--- config.mk ---
export PLATFORM = sky130hd
export DESIGN_NAME = led_mode_ctrl
export DESIGN_NICKNAME = d
export VERILOG_FILES = /design/src/rtl/led_mode_pkg.sv /design/src/rtl/led_pwm_channel.sv /design/src/rtl/led_mode_ctrl.sv
export SDC_FILE = /design/constraint.sdc
export NUM_CORES = 1
export LEC_CHECK = 0
export ABC_CLOCK_PERIOD_IN_PS = 1600
export CORE_MARGIN = 2
export CORE_UTILIZATION = 50
export CTS_CLUSTER_SIZE = 16
export DETAILED_ROUTE_END_ITERATION = 10
export GPL_ROUTABILITY_DRIVEN = 0
export PLACE_DENSITY = 0.81
export SLEW_MARGIN = 20
export SYNTH_ARGS = -nofsm -noshare
export SYNTH_HDL_FRONTEND = slang
export SYNTH_SLANG_ARGS = --single-unit
--- constraint.sdc ---
create_clock -name clk -period 1.6 [get_ports clk]
set_clock_uncertainty 0.2 [all_clocks]
set_input_delay 0.24 -clock clk [delete_from_list [all_inputs] [get_ports clk]]
set_output_delay 0.24 -clock clk [all_outputs]
set_load 0.05 [all_outputs]
--- src/rtl/led_mode_pkg.sv ---
// ---------------------------------------------------------------------------
// led_mode_pkg
//   Shared definitions for the LED mode controller: the 2-bit per-channel
//   mode encodings carried on the operate pins and held in each channel.
//   No ports; imported by led_mode_ctrl and led_pwm_channel.
// ---------------------------------------------------------------------------
package led_mode_pkg;

  localparam int MODE_W = 2;

  // Mode encodings. The all-zero value is OFF so that a cleared mode
  // register naturally leaves the LED dark.
  localparam logic [MODE_W-1:0] LED_OFF   = 2'b00;
  localparam logic [MODE_W-1:0] LED_ON    = 2'b01;
  localparam logic [MODE_W-1:0] LED_BLINK = 2'b10;
  localparam logic [MODE_W-1:0] LED_PWM   = 2'b11;

endpackage

--- src/rtl/led_pwm_channel.sv ---
// ---------------------------------------------------------------------------
// led_pwm_channel
//   One LED channel. Captures its mode and duty only at PWM period
//   boundaries, derives the lit state from the shared counters and
//   registers the polarity-corrected pin value.
// Ports
//   clk        in   system clock
//   rst_n      in   synchronous active-low reset
//   wrap       in   1-cycle strobe on the last tick of a PWM period
//   pwm_cnt    in   shared PWM position counter
//   blink_msb  in   MSB of the shared blink counter (blink phase)
//   op_s       in   synchronized 2-bit mode for this channel
//   duty       in   duty value for this channel
//   led        out  registered LED pin
// ---------------------------------------------------------------------------
module led_pwm_channel
  import led_mode_pkg::*;
#(
  parameter int PWM_W      = 8,
  parameter int ACTIVE_LOW = 0
) (
  input  logic              clk,
  input  logic              rst_n,
  input  logic              wrap,
  input  logic [PWM_W-1:0]  pwm_cnt,
  input  logic              blink_msb,
  input  logic [MODE_W-1:0] op_s,
  input  logic [PWM_W-1:0]  duty,
  output logic              led
);

  localparam logic OFF_LEVEL = (ACTIVE_LOW != 0);

  logic [MODE_W-1:0] mode_q;
  logic [PWM_W-1:0]  duty_q;
  logic              lit;

  // Mode and duty are only taken on the wrap edge, so a change can never
  // cut a PWM or blink pulse short partway through a period.
  always_ff @(posedge clk) begin
    if (!rst_n) begin
      mode_q <= LED_OFF;
      duty_q <= '0;
    end else if (wrap) begin
      mode_q <= op_s;
      duty_q <= duty;
    end
  end

  // Blink is lit during the low half of the blink phase; PWM is lit while
  // the period position is below the duty, so duty 0 is always dark and
  // the maximum duty still leaves one dark tick.
  always_comb begin
    lit = 1'b0;
    case (mode_q)
      LED_OFF:   lit = 1'b0;
      LED_ON:    lit = 1'b1;
      LED_BLINK: lit = ~blink_msb;
      LED_PWM:   lit = (pwm_cnt < duty_q);
      default:   lit = 1'b0;
    endcase
  end

  always_ff @(posedge clk) begin
    if (!rst_n) begin
      led <= OFF_LEVEL;
    end else begin
      led <= lit ^ OFF_LEVEL;
    end
  end

endmodule

--- src/rtl/led_mode_ctrl.sv ---
// ---------------------------------------------------------------------------
// led_mode_ctrl
//   Multi-channel LED driver: off / solid on / blink / PWM dim per channel.
//   Holds the operate-pin synchronizer and the time base (prescaler, PWM
//   position, blink counter) shared by every channel, so all channels'
//   PWM and blink edges are phase-aligned.
// Ports
//   clk      in   system clock (SB_HFOSC CLKHF)
//   rst_n    in   synchronous active-low reset
//   operate  in   2 bits per channel, ch i = operate[2i+1:2i]; asynchronous
//   duty     in   PWM_W bits per channel, ch i = duty[PWM_W*i +: PWM_W]
//   led      out  one registered LED pin per channel
// ---------------------------------------------------------------------------
module led_mode_ctrl
  import led_mode_pkg::*;
#(
  parameter int N_CH       = 2,
  parameter int PWM_W      = 8,
  parameter int PRESC      = 1,
  parameter int BLINK_W    = 8,
  parameter int ACTIVE_LOW = 0
) (
  input  logic                    clk,
  input  logic                    rst_n,
  input  logic [MODE_W*N_CH-1:0]  operate,
  input  logic [PWM_W*N_CH-1:0]   duty,
  output logic [N_CH-1:0]         led
);

  localparam int PRESC_W = (PRESC > 1) ? $clog2(PRESC) : 1;
  localparam logic [PRESC_W-1:0] PRESC_LAST = PRESC_W'(PRESC - 1);

  logic [MODE_W*N_CH-1:0] op_meta;
  logic [MODE_W*N_CH-1:0] op_s;
  logic [PRESC_W-1:0]     prescaler;
  logic [PWM_W-1:0]       pwm_cnt;
  logic [BLINK_W-1:0]     blink_cnt;
  logic                   tick;
  logic                   wrap;
  logic                   blink_msb;

  // The operate pins come from off-chip with no clock relationship, so each
  // bit passes through two flops before any channel looks at it.
  always_ff @(posedge clk) begin
    if (!rst_n) begin
      op_meta <= '0;
      op_s    <= '0;
    end else begin
      op_meta <= operate;
      op_s    <= op_meta;
    end
  end

  // With PRESC=1 the prescaler sits at 0 and every cycle is a tick.
  assign tick = (prescaler == PRESC_LAST);

  always_ff @(posedge clk) begin
    if (!rst_n) begin
      prescaler <= '0;
    end else if (tick) begin
      prescaler <= '0;
    end else begin
      prescaler <= prescaler + PRESC_W'(1);
    end
  end

  // wrap marks the last tick of a PWM period; it is the only moment the
  // channels may adopt new settings and the only time blink_cnt advances.
  assign wrap      = tick && (&pwm_cnt);
  assign blink_msb = blink_cnt[BLINK_W-1];

  always_ff @(posedge clk) begin
    if (!rst_n) begin
      pwm_cnt   <= '0;
      blink_cnt <= '0;
    end else begin
      if (tick) begin
        pwm_cnt <= pwm_cnt + PWM_W'(1);
      end
      if (wrap) begin
        blink_cnt <= blink_cnt + BLINK_W'(1);
      end
    end
  end

  for (genvar i = 0; i < N_CH; i++) begin : g_ch
    led_pwm_channel #(
      .PWM_W      (PWM_W),
      .ACTIVE_LOW (ACTIVE_LOW)
    ) u_ch (
      .clk       (clk),
      .rst_n     (rst_n),
      .wrap      (wrap),
      .pwm_cnt   (pwm_cnt),
      .blink_msb (blink_msb),
      .op_s      (op_s[MODE_W*i +: MODE_W]),
      .duty      (duty[PWM_W*i +: PWM_W]),
      .led       (led[i])
    );
  end

endmodule
# Word level (Yosys, flattened, before mapping)
# Index checks and enable logic that the tools add are counted.
[classes]
add_sub_neg = 3
n_lt_le_gt_ge = 2
n_eq_ne = 6
n_mux = 2
bitwise = 2
reduce_logical = 5
[ops]
columns = ["operator", "count"]
rows = [
  ["adder 8 x 1 -> 8 bit, second input constant", 2],
  ["< comparator 8 bit", 2],
  ["== test 2 bit, second input constant", 4],
  ["one-hot mux 1 bit (4 select lines)", 2],
  ["AND reduction 8 bit", 1],
  ["== test 2 x 1 -> 1 bit, second input constant", 2],
  ["logical NOT 2 bit", 2],
  ["inverter 1 bit", 2],
  ["AND reduction 2 bit", 1],
  ["adder 1 bit, second input constant", 1],
  ["logical AND 1 bit", 1],
]
[totals]
reg_bits = 47
input_bits = 22
elab_cells = 31

# Logic depth before layout (Yosys ltp)
# Gate-level depths: netlist (run 1).
[logic_depth]
depth_word = 2
ltp_mapped = 6
mapped_depth_nobuf = 6

# Modules after synthesis
# Synthesis (run 1) repeated with hierarchy kept, for this count alone.
[hier_totals]
hier_cells = 228
area_unflattened_um2 = 2213.4
[modules_own_cells]
columns = ["mod", "instances", "cells_per_inst", "area_per_inst_um2"]
rows = [
  ["led_pwm_channel", 2, 62, 598.1],
  ["led_mode_ctrl", 1, 104, 1017.2],
]

# Worst setup path before layout (run 1)
# Ideal clock, no wire load.
[synth_timing]
path_kind = "register to register"
from = "register pwm_cnt[1]"
to = "register blink_cnt[5]"
arrival_ns = 1.431
required_time_ns = 1.285
slack_ns = -0.146
stages_incl_launch_ff = 7
path_buffers = 1
period_less_slack_ns = 1.746
path_cell_list = "dfxtp_1 ha_1 nand4b_4 buf_6 nor4_1 xor2_1 and2_1"
[synth_between]
elab_chain_cells = 2
[synth_rtl]
columns = ["element", "line_no", "rtl"]
rows = [
  ["from (decl)", "led_mode_ctrl.sv:36", "logic [PWM_W-1:0] pwm_cnt;"],
  ["from (signal assigned)", "led_mode_ctrl.sv:78", "pwm_cnt <= pwm_cnt + PWM_W'(1);"],
  ["AND reduction 8 bit", "led_mode_ctrl.sv:69", "assign wrap = tick && (&pwm_cnt);"],
  ["logical AND 1 bit", "led_mode_ctrl.sv:69", ""],
  ["to (signal assigned)", "led_mode_ctrl.sv:81", "blink_cnt <= blink_cnt + BLINK_W'(1);"],
  ["to (decl)", "led_mode_ctrl.sv:37", "logic [BLINK_W-1:0] blink_cnt;"],
]
# No other way between the ends.
# A chain may end at the register's enable or synchronous reset.

# Final worst setup path (run 1)
[layout_timing]
from = "register pwm_cnt[5]"
to = "register g_ch[1].u_ch.duty_q[0]"
[layout_between]
elab_chain_cells = 2
[layout_rtl]
columns = ["element", "line_no", "rtl"]
rows = [
  ["AND reduction 8 bit", "led_mode_ctrl.sv:69", ""],
  ["logical AND 1 bit", "led_mode_ctrl.sv:69", ""],
  ["to (signal assigned)", "led_pwm_channel.sv:46", "duty_q <= duty;"],
  ["to (decl)", "led_pwm_channel.sv:35", "logic [PWM_W-1:0] duty_q;"],
]
# No other way between the ends.

==> flow_metrics.tcl, run 1 <==
set metrics [dict create \
    status "finished with violations" \
    violations "negative setup slack" \
    setup-violations-final 5 \
    htree_levels 2 \
    path_cells "nand4_1 > buf_4 > buf_4 > o21ai_0 > a21boi_1" \
    rows 24 \
    wl_per_cell_microns 14.6 \
    syn_inst 247 \
    antenna_found_initial 0 \
    grt_max_degree 22 \
    rsz0062_at_grt "true" \
    die_y_microns 70.5 \
    synth.distinct_cells 33 \
    drt_iter0_markers 73 \
    clk_latency_ns 0.30 \
    p_seq_share_pct 50.0 \
    drive_gt1_share_pct 22.0 \
    vias 1833 \
    crit_fanout 21 \
    synth_ff_type "dfxtp_1" \
    postSynth.asyncResetShare_pct 0 \
    internal_power_mw 1.92 \
    clkPwrFrac_pct 43.0 \
    hold_violations 0 \
    power.switching_uw 464 \
    drc 0 \
    max_stage_delay_ns 0.41 \
    hold_path_class "reg2reg" \
    worstHoldStart "op_meta[3]" \
    synth_seq_cells 47 \
    hpwl_mm 3.09 \
    worst_hold_path.num_cells 1 \
    yosysWarnings 0 \
    postLayoutSetupSlackWorst_ns -0.0996 \
    reg2reg_slack_ns -0.1 \
    fin_hold_ws_ns 0.239 \
    cp_num_buf_inv 2 \
    initial_utilization_pct 51.5 \
    p_leak_nw 1.25 \
    switching_share_pct 19.5 \
    synth_seq_area_share_pct 42.5 \
    startpoint_type "register" \
    clkTransAtPathRegs_ns 0.09 \
    period_needed_ns 1.70 \
    timing.rr.start "pwm_cnt[5]" \
    ant_nets 0 \
    cp.depth 5 \
    clockRootBuffer "clkbuf_8" \
    diodes 0 \
    synth_area_sq_mm 0.00221 \
    crit_type "reg2reg" \
    viasPerCell 5.34 \
    gr-usage-all-layers_pct 19.9 \
    endpoint_kind "register" \
    core-area_sq_mm 0.00429 \
    setup-tns-final_ns -0.219 \
    grt_pass1_vias 1809 \
    power.density_mw_per_mm2 788 \
    cp.required_ns 1.58 \
    comb_power_share_pct 7.0 \
    peakVddDrop_v 0.000582 \
    holdPathEnd "op_s[3]" \
    max_freq_mhz 588 \
    syn_nets 285 \
    grt_pass1_wl_mm 7.84 \
    dieWidth_microns 70.5 \
    cpMostUsedCell "buf_4" \
    cts-buffers-inserted 5 \
    fin_nets 328 \
    finalCritPeriodShare_pct 106 \
    maxSlewViolCount 0 \
    maxCapViolations 0 \
    port_buffers 23 \
    final_util_pct 70.4 \
    overflow 0 \
    io_pins 24 \
    r2r_cells 5 \
    cpLargestDelayFamily "buffers and inverters" \
    dieArea_sq_mm 0.00498 \
    fillers 317 \
    synth_edf_count 0 \
    critPathSlowestCell "dfxtp_4" \
    reg2reg_to "g_ch[1].u_ch.duty_q[0]" \
    area_growth_pct 36.6 \
    arrival_ns 1.68 \
    placed_cells 331 \
    cts_buffer_depth 2 \
    cts_sinks 47 \
    synth_area_per_cell_sq_um 8.96 \
    place_ws_ns -0.183 \
    drt-pass1-iter-count 4 \
    routed_wl_mm 5.01 \
    instances_no_fill 343 \
    cts_tree "built" \
]
-- timing repair --
item | 4_1_cts | 5_1_grt
hold buffers | 0 | 0
gates resized for setup | 17 | 38
endpoints found under the setup margin | 24 | 31
setup buffers | 1 | 3
pin swaps | 7 | 20
-- per-layer routing --
| layer | vias to the layer above | GRT usage [%] | share of wire, % |
|---|---|---|---|
| met5 | - | 0 | 0 |
| met4 | 0 | 10.5 | 1.6 |
| met3 | 10 | 4.70 | 2.9 |
| met2 | 27 | 33.4 | 50 |
| met1 | 877 | 23.7 | 45 |
| li1 | 919 | - | - |
-- cell families (layout without fill, tap and decap cells) --
kind of cell               count (synthesis)  count (layout)  synth area share, %
and+or+nand+nor                           77              77                 19.1
AOI/OAI and AO/OA                         62              62                 17.5
DFF                                       47              47                 42.5
buffers and inverters                     30              74                 6.11
adders and majority gates                 16              16                 9.04
xor gates and xnor gates                  13              13                 5.14
other                                      1               1                0.169
muxes                                      1               1                0.452
-- flip-flops by register name (all words and copies together) (netlist names) --
signal and count:
g_ch.u_ch.led 2, op_meta 4, blink_cnt 8, op_s 4, pwm_cnt 8, g_ch.u_ch.mode_q 4
g_ch.u_ch.duty_q 16, prescaler 1
-- how the worst max path moves through the flow --
stage | end | slack, ns | start
floorplan | blink_cnt[5] | -0.005 | pwm_cnt[0]
global placement | g_ch[1].u_ch.led | -0.12 | pwm_cnt[1]
detailed placement | g_ch[0].u_ch.led | -0.18 | pwm_cnt[1]
CTS | g_ch[1].u_ch.led | -0.05 | pwm_cnt[1]
global route | g_ch[1].u_ch.duty_q[2] | -0.20 | pwm_cnt[0]
finish | g_ch[1].u_ch.duty_q[0] | -0.1 | pwm_cnt[5]
-- placed cells by master, fill, tap and decap left out, drive strengths merged, types with 2 or more instances in the layout --
master and count:
nand4b 2, clkbuf 5, xnor2 6, nor3 2
a21boi 22, nor3b 2, ha 16, a21o 2
nand4 3, dfxtp 47, nand3 6, inv 17
nand2b 3, o31ai 2, and2 21, a21oi 6
buf 29, nor2 5, a2111oi 2, o21a 2
o21ai 26, xor2 7, nor4 4, bufinv 2
clkdlybuf4s50 21, nand2 25
-- per-stage QoR --
stage / instance area [sq um] / power, mW
6_report: 3020 / 2.38
5_1_grt: 3020 / 2.46
4_1_cts: 2910 / 2.39
3_5_place_dp: 2670 / 1.36
3_3_place_gp: 2670 / 1.35
2_1_floorplan: 2260 / 1.28
-- Yosys cell counts (6+ instances only) --
master	instances	area share (%)
a21boi_0	20	6.8
a21oi_1	6	1.4
and2_1	21	5.9
clkbuf_1	9	1.5
dfxtp_1	47	43
ha_1	16	9.0
inv_1	16	2.7
nand2_1	25	4.2
nand3_1	6	1.4
o21ai_0	26	5.9
xnor2_1	6	2.4
xor2_1	7	2.8
-- worst register-to-register path: stages (launching register included) --
cell	delay, ns
dfxtp_4	0.41
nand4_1	0.15
buf_4	0.21
buf_4	0.22
o21ai_0	0.29
a21boi_1	0.11
-- cell type report --
| type | instances | area (sq um) | area share, % |
|---|---|---|---|
| Clock buffer | 5 | 68.8 | 2.28 |
| Clock inverter | 3 | 66.3 | 2.19 |
| Inverter | 16 | 60.1 | 1.99 |
| Multi-Input combinational cell | 170 | 1330 | 43.9 |
| Sequential cell | 47 | 955 | 31.6 |
| Tap cell | 52 | 65.1 | 2.15 |
| Timing Repair Buffer | 50 | 483 | 16.0 |
-- power groups by stage --
stage	Sequential, mW	Clock [mW]	Combinational [mW]
final	1.19	1.02	0.168
after CTS	1.19	1.04	0.154
after floorplan	1.22	0	0.0522
after global placement	1.22	0	0.134
after global routing	1.19	1.08	0.180
after detailed placement	1.22	0	0.137
Power figures use the tool's default switching activity.
==> run 2, diff against run 1 <==
--- a/config.mk
+++ b/config.mk
@@ -5,7 +5,6 @@
 export SDC_FILE = /design/constraint.sdc
 export NUM_CORES = 1
 export LEC_CHECK = 0
-export ABC_CLOCK_PERIOD_IN_PS = 1600
 export CORE_MARGIN = 2
 export CORE_UTILIZATION = 50
 export CTS_CLUSTER_SIZE = 16
==> results of run 2 <==
Same layout as run 1: the final DEF is identical, and so are final timing and power.
